## config.mk

```make
export PLATFORM = sky130hd
export DESIGN_NAME = spi_master
export DESIGN_NICKNAME = d
export VERILOG_FILES = /design/src/rtl/spi_master.sv
export SDC_FILE = /design/constraint.sdc
export NUM_CORES = 1
export LEC_CHECK = 0
export ABC_AREA = 0
export CORE_MARGIN = 5
export CORE_UTILIZATION = 35
export CTS_CLUSTER_SIZE = 30
export DETAILED_ROUTE_END_ITERATION = 7
export DONT_BUFFER_PORTS = 1
export MAX_ROUTING_LAYER = met4
export SLEW_MARGIN = 15
export SYNTH_ARGS = -nofsm -noshare
export SYNTH_HDL_FRONTEND = slang
export SYNTH_SLANG_ARGS = --single-unit
```

## constraint.sdc

```tcl
create_clock -name clk_arduino -period 5.25 [get_ports clk_arduino]
set_input_delay 0.7875 -clock clk_arduino [delete_from_list [all_inputs] [get_ports clk_arduino]]
set_output_delay 0.7875 -clock clk_arduino [all_outputs]
set_load 0.01 [all_outputs]
```

## src/rtl/spi_master.sv

```systemverilog
// -----------------------------------------------------------------------------
// spi_master
//   SPI mode-0 initiator. One frame = handshake bit (constant 1) followed by a
//   DATA_W-bit payload, LSB first. MISO is sampled on every SCLK rise except
//   the handshake bit, so each frame also returns a DATA_W-bit reply.
//
// Parameters
//   DATA_W   payload bits per frame (1..16)
//   CLK_DIV  system-clock cycles per SCLK half-period (>= 1)
//
// Ports
//   clk_arduino  in   system clock, rising edge
//   reset        in   asynchronous, active-high reset
//   start        in   frame request, accepted only while busy = 0
//   tx_data      in   payload, latched on the accepting edge
//   MISO         in   serial data from the slave
//   SCLK         out  SPI clock, idle low
//   MOSI         out  serial data to the slave
//   CS           out  chip select, active low
//   rx_data      out  last received payload, updated at frame end
//   busy         out  high from acceptance until frame end
//   done         out  one-cycle pulse at frame end
// -----------------------------------------------------------------------------
module spi_master #(
  parameter int DATA_W  = 4,
  parameter int CLK_DIV = 2
) (
  input  logic              clk_arduino,
  input  logic              reset,
  input  logic              start,
  input  logic [DATA_W-1:0] tx_data,
  input  logic              MISO,
  output logic              SCLK,
  output logic              MOSI,
  output logic              CS,
  output logic [DATA_W-1:0] rx_data,
  output logic              busy,
  output logic              done
);

  localparam int CNT_W = (CLK_DIV > 1) ? $clog2(CLK_DIV) : 1;
  localparam int BIT_W = $clog2(DATA_W + 1);

  typedef enum logic [1:0] {
    IDLE,
    SHIFT,
    HOLD
  } state_t;

  state_t            state, next_state;
  logic [CNT_W-1:0]  div_cnt;
  logic [BIT_W-1:0]  bit_cnt;   // bit index k; 0 is the handshake bit
  logic [DATA_W-1:0] tx_shift;
  logic [DATA_W-1:0] rx_shift;
  logic              tick;      // last cycle of the current half-period
  logic              last_bit;

  assign tick     = (div_cnt == CNT_W'(CLK_DIV - 1));
  assign last_bit = (bit_cnt == BIT_W'(DATA_W));

  // State register.
  // NOTE: sequential state uses non-blocking assignments so every register
  // samples pre-edge values regardless of statement order.
  always_ff @(posedge clk_arduino or posedge reset) begin
    if (reset) state <= IDLE;
    else       state <= next_state;
  end

  // Next-state logic.
  // NOTE: next_state gets a default before the case so no path leaves it
  // unassigned, which would otherwise infer a latch.
  always_comb begin
    next_state = state;
    unique case (state)
      IDLE:  if (start) next_state = SHIFT;
      // A tick while SCLK is high is the falling toggle.
      SHIFT: if (tick && SCLK && last_bit) next_state = HOLD;
      HOLD:  if (tick) next_state = IDLE;
      default: next_state = IDLE;
    endcase
  end

  // Moore outputs decoded from state: CS drops and busy rises together on
  // the accepting edge and both release on the frame-end edge.
  always_comb begin
    CS   = (state == IDLE);
    busy = (state != IDLE);
  end

  // Datapath: divider, bit index, shift registers and registered pins.
  // NOTE: the shift registers are small flops, not RAM, so they are reset
  // along with everything else; a mid-frame reset leaves no stale data.
  always_ff @(posedge clk_arduino or posedge reset) begin
    if (reset) begin
      div_cnt  <= '0;
      bit_cnt  <= '0;
      tx_shift <= '0;
      rx_shift <= '0;
      rx_data  <= '0;
      SCLK     <= 1'b0;
      MOSI     <= 1'b0;
      done     <= 1'b0;
    end else begin
      done <= 1'b0;
      unique case (state)
        IDLE: begin
          div_cnt <= '0;
          bit_cnt <= '0;
          if (start) begin
            tx_shift <= tx_data;
            MOSI     <= 1'b1;   // handshake bit
          end
        end

        SHIFT: begin
          if (tick) begin
            div_cnt <= '0;
            SCLK    <= ~SCLK;
            if (!SCLK) begin
              // Rising toggle: capture the reply, skipping the handshake bit.
              if (bit_cnt != '0) rx_shift <= DATA_W'({MISO, rx_shift} >> 1);
            end else if (last_bit) begin
              MOSI <= 1'b0;
            end else begin
              // Falling toggle: advance to the next payload bit.
              MOSI     <= tx_shift[0];
              tx_shift <= tx_shift >> 1;
              bit_cnt  <= bit_cnt + 1'b1;
            end
          end else begin
            div_cnt <= div_cnt + 1'b1;
          end
        end

        HOLD: begin
          if (tick) begin
            div_cnt <= '0;
            done    <= 1'b1;
            rx_data <= rx_shift;
          end else begin
            div_cnt <= div_cnt + 1'b1;
          end
        end

        default: div_cnt <= '0;
      endcase
    end
  end

endmodule
```

Word-level counts from Yosys, hierarchy flattened
Cells that the tools add are included.
Operators by class
  add/subtract/negate cells: 2
  multiply operators: 0
  div/mod/pow operators: 0
  magnitude comparators: 0
  equality and inequality tests: 9
  shift-type cells: 0
  muxes and demuxes: 22
  bitwise logic cells: 1
  reductions and logical operators: 14
Operator list (number)
  $mux 4: 4
  $ne 2x2->1 const B: 6
  $reduce_and 4->1: 3
  $mux 3: 3
  $mux 1: 8
  $pmux 4 s2: 1
  $mux 2: 3
  $pmux 2 s3: 1
  $pmux 3 s2: 1
  $reduce_and 5->1: 1
  $reduce_and 2->1: 2
  $reduce_bool 2->1: 2
  $add 3x1->3 const B: 1
  $eq 3x3->1 const B: 1
  $reduce_and 3->1: 1
  $reduce_bool 3->1: 1
  $eq 2x1->1 const B: 1
  $eq 2x2->1 const B: 1
  $logic_and 1x1->1: 2
  $logic_not 2->1: 1
  $pmux 1 s2: 1
  $reduce_or 2->1: 1
  $add 1x1->1 const B: 1
  $not 1->1: 1
Word-level totals
  bits in registers: 21
  latch bits: 0
  bits in writable memories: 0
  ROM bits: 0
  logic and storage cells: 57
  memories kept: 0

Logic depth before layout (Yosys ltp)
Gate-level depths: netlist (run 1).
  depth in word-level cells: 5
  mapped depth: 7

Worst setup path before layout (run 1)
No wires, ideal clock.
  path type: register to register
  start point: register state[1]
  end point: register tx_shift[0]
  arrival: 1.546 ns
  path slack: 3.579 ns
  cell stages (with the launch flop): 7
  buffers on the path: 1
  period minus slack after synthesis: 1.671 ns
  cells stage by stage: dfrtp_1 > inv_1 > ha_1 > buf_2 > and2b_1 > o211a_4 > mux2_4
On the way
  longest elaborated chain between the ends: 3
  elaborated cells on any way between the ends: 9
  classes of those cells: eq/ne (5); mux (1); reduce/logical (3)
RTL lines
  start, declared: line 50  | state_t state, next_state;
  start signal, assigned: line 66  | else state <= next_state;
  $eq 2x1->1 / $logic_not 2->1 (equally long branches): line 105  | unique case (state)
  $ne 2x2->1 (no source line) / $reduce_bool 2->1 (equally long branches)
  $reduce_and 5->1 (no source line)
  end signal, assigned: line 110  | tx_shift <= tx_data;
  end signal, assigned: line 127  | tx_shift <= tx_shift >> 1;
  end, declared: line 53  | logic [DATA_W-1:0] tx_shift;
Parallel ways exist; a longest one is shown, timed or not.
A chain may end at the register's enable or synchronous reset.

Final worst setup path (run 1)
  start point: register state[0]
  end point: output port busy
On the way
  longest elaborated chain between the ends: 1
RTL lines
  $reduce_bool 2->1: line 87  | busy = (state != IDLE);
  end, declared: line 37  | output logic busy,
No other way between the ends.

==> impl_metrics.ini, run 1 <==
[outcome]
status = finished, final reports clean

[floorplan]
rows = 20
pin_count = 17
fp.coreArea_um2 = 3000
die_area_um2 = 4270
die_x_um = 65.4
die_h_um = 65.4
start_util_pct = 35.8

[yosys]
synth_edf_count = 0
synth.distinct_cells = 26
netlist_area_um2 = 1070
synth.area.top_cells = dfrtp_1, mux2_2, ha_1
syn_avg_cell_area_um2 = 12.2
yosys.area.top_type = dfrtp_1
synth_async_sr_flop_share_pct = 100
synth_ff_type = dfrtp_1
synthesis.nets = 102
synth_cells = 88
synth.yosys.seq_area_share_pct = 49.0
synth_top_area_share_pct = 49.0
yosysWarnings = 0
ys_seq_elements = 21

[power_and_ir_drop]
switchingPower_uw = 234
p_sw_share_pct = 37.7
power_frac_comb_pct = 45.1
power_density_nw_per_um2 = 549
clkPwrFrac_pct = 13.0
p_int_uw = 386
ir_drop_mv = 0.208
p_total_uw = 620
leakagePower_nw = 0.547
p_seq_share_pct = 41.9

[sta]
setup_tns_ns = 0
skew_ns = 0.00926
slew_viol_final = 0
tightest_slew_ns = 0.789
setup_viol = 0
max_slew_margin_pct = 47.3
period_needed_ns = 2.05
fmax_mhz = 488
period_share_pct = 39.0
hold_violations = 0
rsz0062_at_grt = false

[drt]
wl_per_cell_um = 13.9
wl_mm = 1.71
vias = 613
detail_route.first_pass.iterations = 4
via_per_inst = 4.98
drc_errors = 0
top_layer_used = met4
wl_met3_um = 71
drtIter0Drc = 13
dr_wl_met2_um = 802
wl_met1_um = 815
antenna_left = 0

[cts]
cts_tree = yes
holdBufCountCts = 0
clock_latency_ns = 0.31
htree_levels = 1
numCtsBuffers = 3
clk_pin_slew_ns = 0.13
cts_resized = 0
cts-root-buf = clkbuf_4
clock_sinks = 21
postCtsSetupBuffers = 0
clockBufferDepth = 2

[global_routing]
antenna_found_initial = 0
grt_overflow = 0
grt_pass1_wl_mm = 2.90
grt_max_degree = 22
track_usage_pct = 9.21
first_global_vias = 646

[critical_path]
rr_endpoint = tx_shift[1]
cp_cell_sequence = inv_1 > ha_1 > inv_1
path_common_cell = inv_1
path_max_fanout = 5
crit_arrival_ns = 1.26
worst_setup_path_end_kind = output pin
path_delay_family = flip-flops
r2r-start = state[1]
slowest_delay_ns = 0.43
rr_worst_depth = 5
critPathSlowestCell = dfrtp_1
critPathRequiredTime_ns = 4.46
r2r_slack_ns = 3.35
crit_type = register to output pin
start_kind = register
crit_buf_inv = 2

[final_layout]
syn_to_final_growth_pct = 5.13
fillers = 296
drive_gt1_share_pct = 25.6
nNetsFinal = 105
final_cell_mix = dfrtp_1, mux2_2, inv_1
final_common_cell = dfrtp_1
n_antenna_cell = 0

[place]
numPortBuffers = 0
hpwlAfterDp_mm = 1.32
place.gp.congestion = 0.750

[run]
cap_violations = 0

[hold_path]
hold_class = input port to async pin
-- how the worst max path moves through the flow --
stage	from	end	slack, ns	cells past startpoint
2_1_floorplan	state[1]	tx_shift[0]	3.58	6
3_3_place_gp	state[1]	tx_shift[2]	3.43	5
3_5_place_dp	state[1]	tx_shift[3]	3.36	5
4_1_cts	state[0]	busy	3.19	3
5_1_grt	state[1]	busy	3.10	3
6_report	state[0]	busy	3.20	3
-- power groups by stage --
stage	Sequential, mW	Combinational [mW]	Clock, mW
final	0.260	0.279	0.0806
after global routing	0.268	0.313	0.0864
after CTS	0.261	0.284	0.0818
after detailed placement	0.264	0.284	0
after global placement	0.263	0.274	0
after floorplan	0.251	0.249	0
-- worst reg2reg max path, cell delays in order, from the launching register on --
cell and delay, ns:
dfrtp_1 0.42, inv_1 0.10, ha_1 0.39, and3_1 0.35, o211a_4 0.23, mux2_4 0.30
-- metrics by stage --
step	std cells	hold slack (ns)	util (%)	setup WS [ns]	area [µm²]
2_1_floorplan	88	0.476	-	3.58	1070
3_3_place_gp	119	0.492	36.6	3.43	1100
3_5_place_dp	119	0.490	36.6	3.36	1100
4_1_cts	123	0.525	37.6	3.19	1130
5_1_grt	123	0.534	37.6	3.10	1130
6_report	123	0.494	37.6	3.20	1130
-- kinds of logic after synthesis --
| group | share of synthesized area [%] |
|---|---|
| buf+inv | 4.66 |
| flops | 49.0 |
| compound gates | 10.3 |
| fa+ha+maj | 6.99 |
| xor+xnor | 0.816 |
| simple gates | 8.28 |
| mux | 20.0 |
-- synth_stat cells (2+ instances only) --
master,number
dfrtp_1,21
mux2_2,12
inv_1,9
nand2_1,7
ha_1,6
mux2_4,4
a21oi_1,3
o21ai_0,3
a22o_1,2
and2b_1,2
mux2i_1,2
nand2b_1,2
nor2b_1,2
-- routing by layer --
metal  global-route usage (%)  vias up
met5                        -        -
met4                     3.89        0
met3                     1.54        4
met2                     14.5       13
met1                     11.7      288
li1                         -      308
-- registers in the layout, summed over array words and instances (netlist names) --
name      cells
rx_data       4
rx_shift      4
div_cnt       1
done          1
bit_cnt       3
MOSI          1
SCLK          1
tx_shift      4
state         2
-- cell type report --
| type | instances | area (µm²) | area share (%) |
|---|---|---|---|
| clock buffers | 3 | 22.5 | 2.00 |
| inverters | 9 | 33.8 | 2.99 |
| well taps | 33 | 41.3 | 3.66 |
| clock inverters | 1 | 7.51 | 0.665 |
| flip-flops and latches | 21 | 526 | 46.6 |
| multi-input cells | 56 | 498 | 44.1 |
No activity file was read; power rests on OpenSTA's default activity.
==> run 2: changes to the inputs <==
==> constraint.sdc (replaced) <==
create_clock -name clk_arduino -period 2.05 [get_ports clk_arduino]
set_input_delay 0.3075 -clock clk_arduino [delete_from_list [all_inputs] [get_ports clk_arduino]]
set_output_delay 0.3075 -clock clk_arduino [all_outputs]
set_load 0.01 [all_outputs]
==> run 2 against run 1 <==
Compared with the run above: core utilization increased by 0.25 points; largest power group unchanged; non-clock buffer count is 1 higher; critical endpoint is now tx_shift[0]; combinational power grew to 2.6 times the previous value.
==> impl_metrics.ini, run 2 (synthesized netlist as in run 1, its figures left out) <==
[sta]
hold_violations = 0
worst_slack_ns = 0.290
period_share_pct = 85.8
max_slew_margin_pct = 48.0
setup_tns_ns = 0
setup_viol = 0
period_needed_ns = 1.76
fmax_mhz = 568
rsz0062_at_grt = false
tightest_slew_ns = 0.779
slew_viol_final = 0
skew_ns = 0.0101

[global_routing]
first_global_vias = 665
grt_overflow = 0
grt_max_degree = 22
antenna_found_initial = 0
grt_pass1_wl_mm = 2.97
track_usage_pct = 9.36

[final_layout]
n_antenna_cell = 0
syn_to_final_growth_pct = 5.83
largest_registers = rx_data x4, rx_shift x4, tx_shift x4
fillers = 297
final_common_cell = dfrtp_1
nNetsFinal = 106
drive_gt1_share_pct = 26.4
final_cell_mix = dfrtp_1, mux2_2, inv_1

[drt]
wl_per_cell_um = 14.5
wl_mm = 1.80
via_per_inst = 5.12
antenna_left = 0
drtIter0Drc = 9
detail_route.first_pass.iterations = 2
vias = 635
drc_errors = 0

[floorplan]
die_x_um = 65.4
fp.coreArea_um2 = 3000
pin_count = 17
die_h_um = 65.4
start_util_pct = 35.8
rows = 20
die_area_um2 = 4270

[cts]
clk_pin_slew_ns = 0.13
cts_tree = yes
clockBufferDepth = 2
clock_latency_ns = 0.31
cts_resized = 0
holdBufCountCts = 0
htree_levels = 1
postCtsSetupBuffers = 0
cts-root-buf = clkbuf_4
numCtsBuffers = 3
clock_sinks = 21

[power_and_ir_drop]
clkPwrFrac_pct = 12.8
p_int_uw = 999
switchingPower_uw = 605
p_sw_share_pct = 37.7
power_density_nw_per_um2 = 1410
power_frac_comb_pct = 45.6
leakagePower_nw = 0.552
ir_drop_mv = 0.706
p_seq_share_pct = 41.7

[critical_path]
worst_setup_path_end_kind = register
start_kind = register
critPathRequiredTime_ns = 2.25
crit_type = register to register
path_max_fanout = 5
crit_arrival_ns = 1.96

[place]
place.gp.congestion = 0.842
hpwlAfterDp_mm = 1.39
numPortBuffers = 0
place_ws_ns = 0.312

[hold_path]
hold_class = input port to async pin

[outcome]
status = finished, final reports clean

[run]
cap_violations = 0
-- run 2: cell type report --
type	count	area [µm²]	share of cell area [%]
Clock inverter	1	7.51	0.661
Tap cell	33	41.3	3.63
Inverter	9	33.8	2.97
Clock buffer	3	22.5	1.98
Multi-Input combinational cell	56	498	43.8
Timing Repair Buffer	1	7.51	0.661
Sequential cell	21	526	46.3
-- run 2: power groups by stage --
stage               clock network, mW  logic (mW)  registers (mW)
floorplan                           0       0.637           0.643
global placement                    0       0.721           0.672
detailed placement                  0       0.737           0.678
CTS                             0.214       0.742           0.669
global route                    0.229       0.810           0.689
finish                          0.205       0.731           0.668
-- run 2: per-stage QoR --
step | hold slack, ns | area, µm² | util, % | cells | power, mW
2_1_floorplan | 0.284 | 1070 | - | 88 | 1.28
3_3_place_gp | 0.383 | 1110 | 36.8 | 120 | 1.39
3_5_place_dp | 0.395 | 1110 | 36.8 | 120 | 1.42
4_1_cts | 0.0451 | 1140 | 37.8 | 124 | 1.63
5_1_grt | 0.0875 | 1140 | 37.8 | 124 | 1.73
6_report | 0.00968 | 1140 | 37.8 | 124 | 1.60
-- run 2: critical path, stage by stage (launching register included) --
cell	delay (ns)
dfrtp_1	0.41
inv_1	0.09
ha_1	0.20
nand2_1	0.10
and3_1	0.27
o211a_4	0.29
mux2_4	0.30
-- run 2: path summary, 6_finish.rpt --
check	start	endpoint	slack [ns]	depth (start not counted)
max	bit_cnt[0]	tx_shift[0]	0.29	6
min	reset	rx_shift[3]	0.01	1
max reg2reg	bit_cnt[0]	tx_shift[0]	0.29	6
min reg2reg	tx_shift[3]	tx_shift[3]	0.52	1
max in group asynchronous	reset	tx_shift[0]	1.55	1
min in group clk_arduino	MISO	rx_shift[3]	0.14	1
-- run 2: layer usage --
layer,GRT usage [%],vias to the layer above,part of all wire (%)
met5,-,-,0
met4,3.89,0,1.7
met3,2.56,5,4.7
met2,15.0,12,48
met1,11.1,312,46
li1,-,306,-
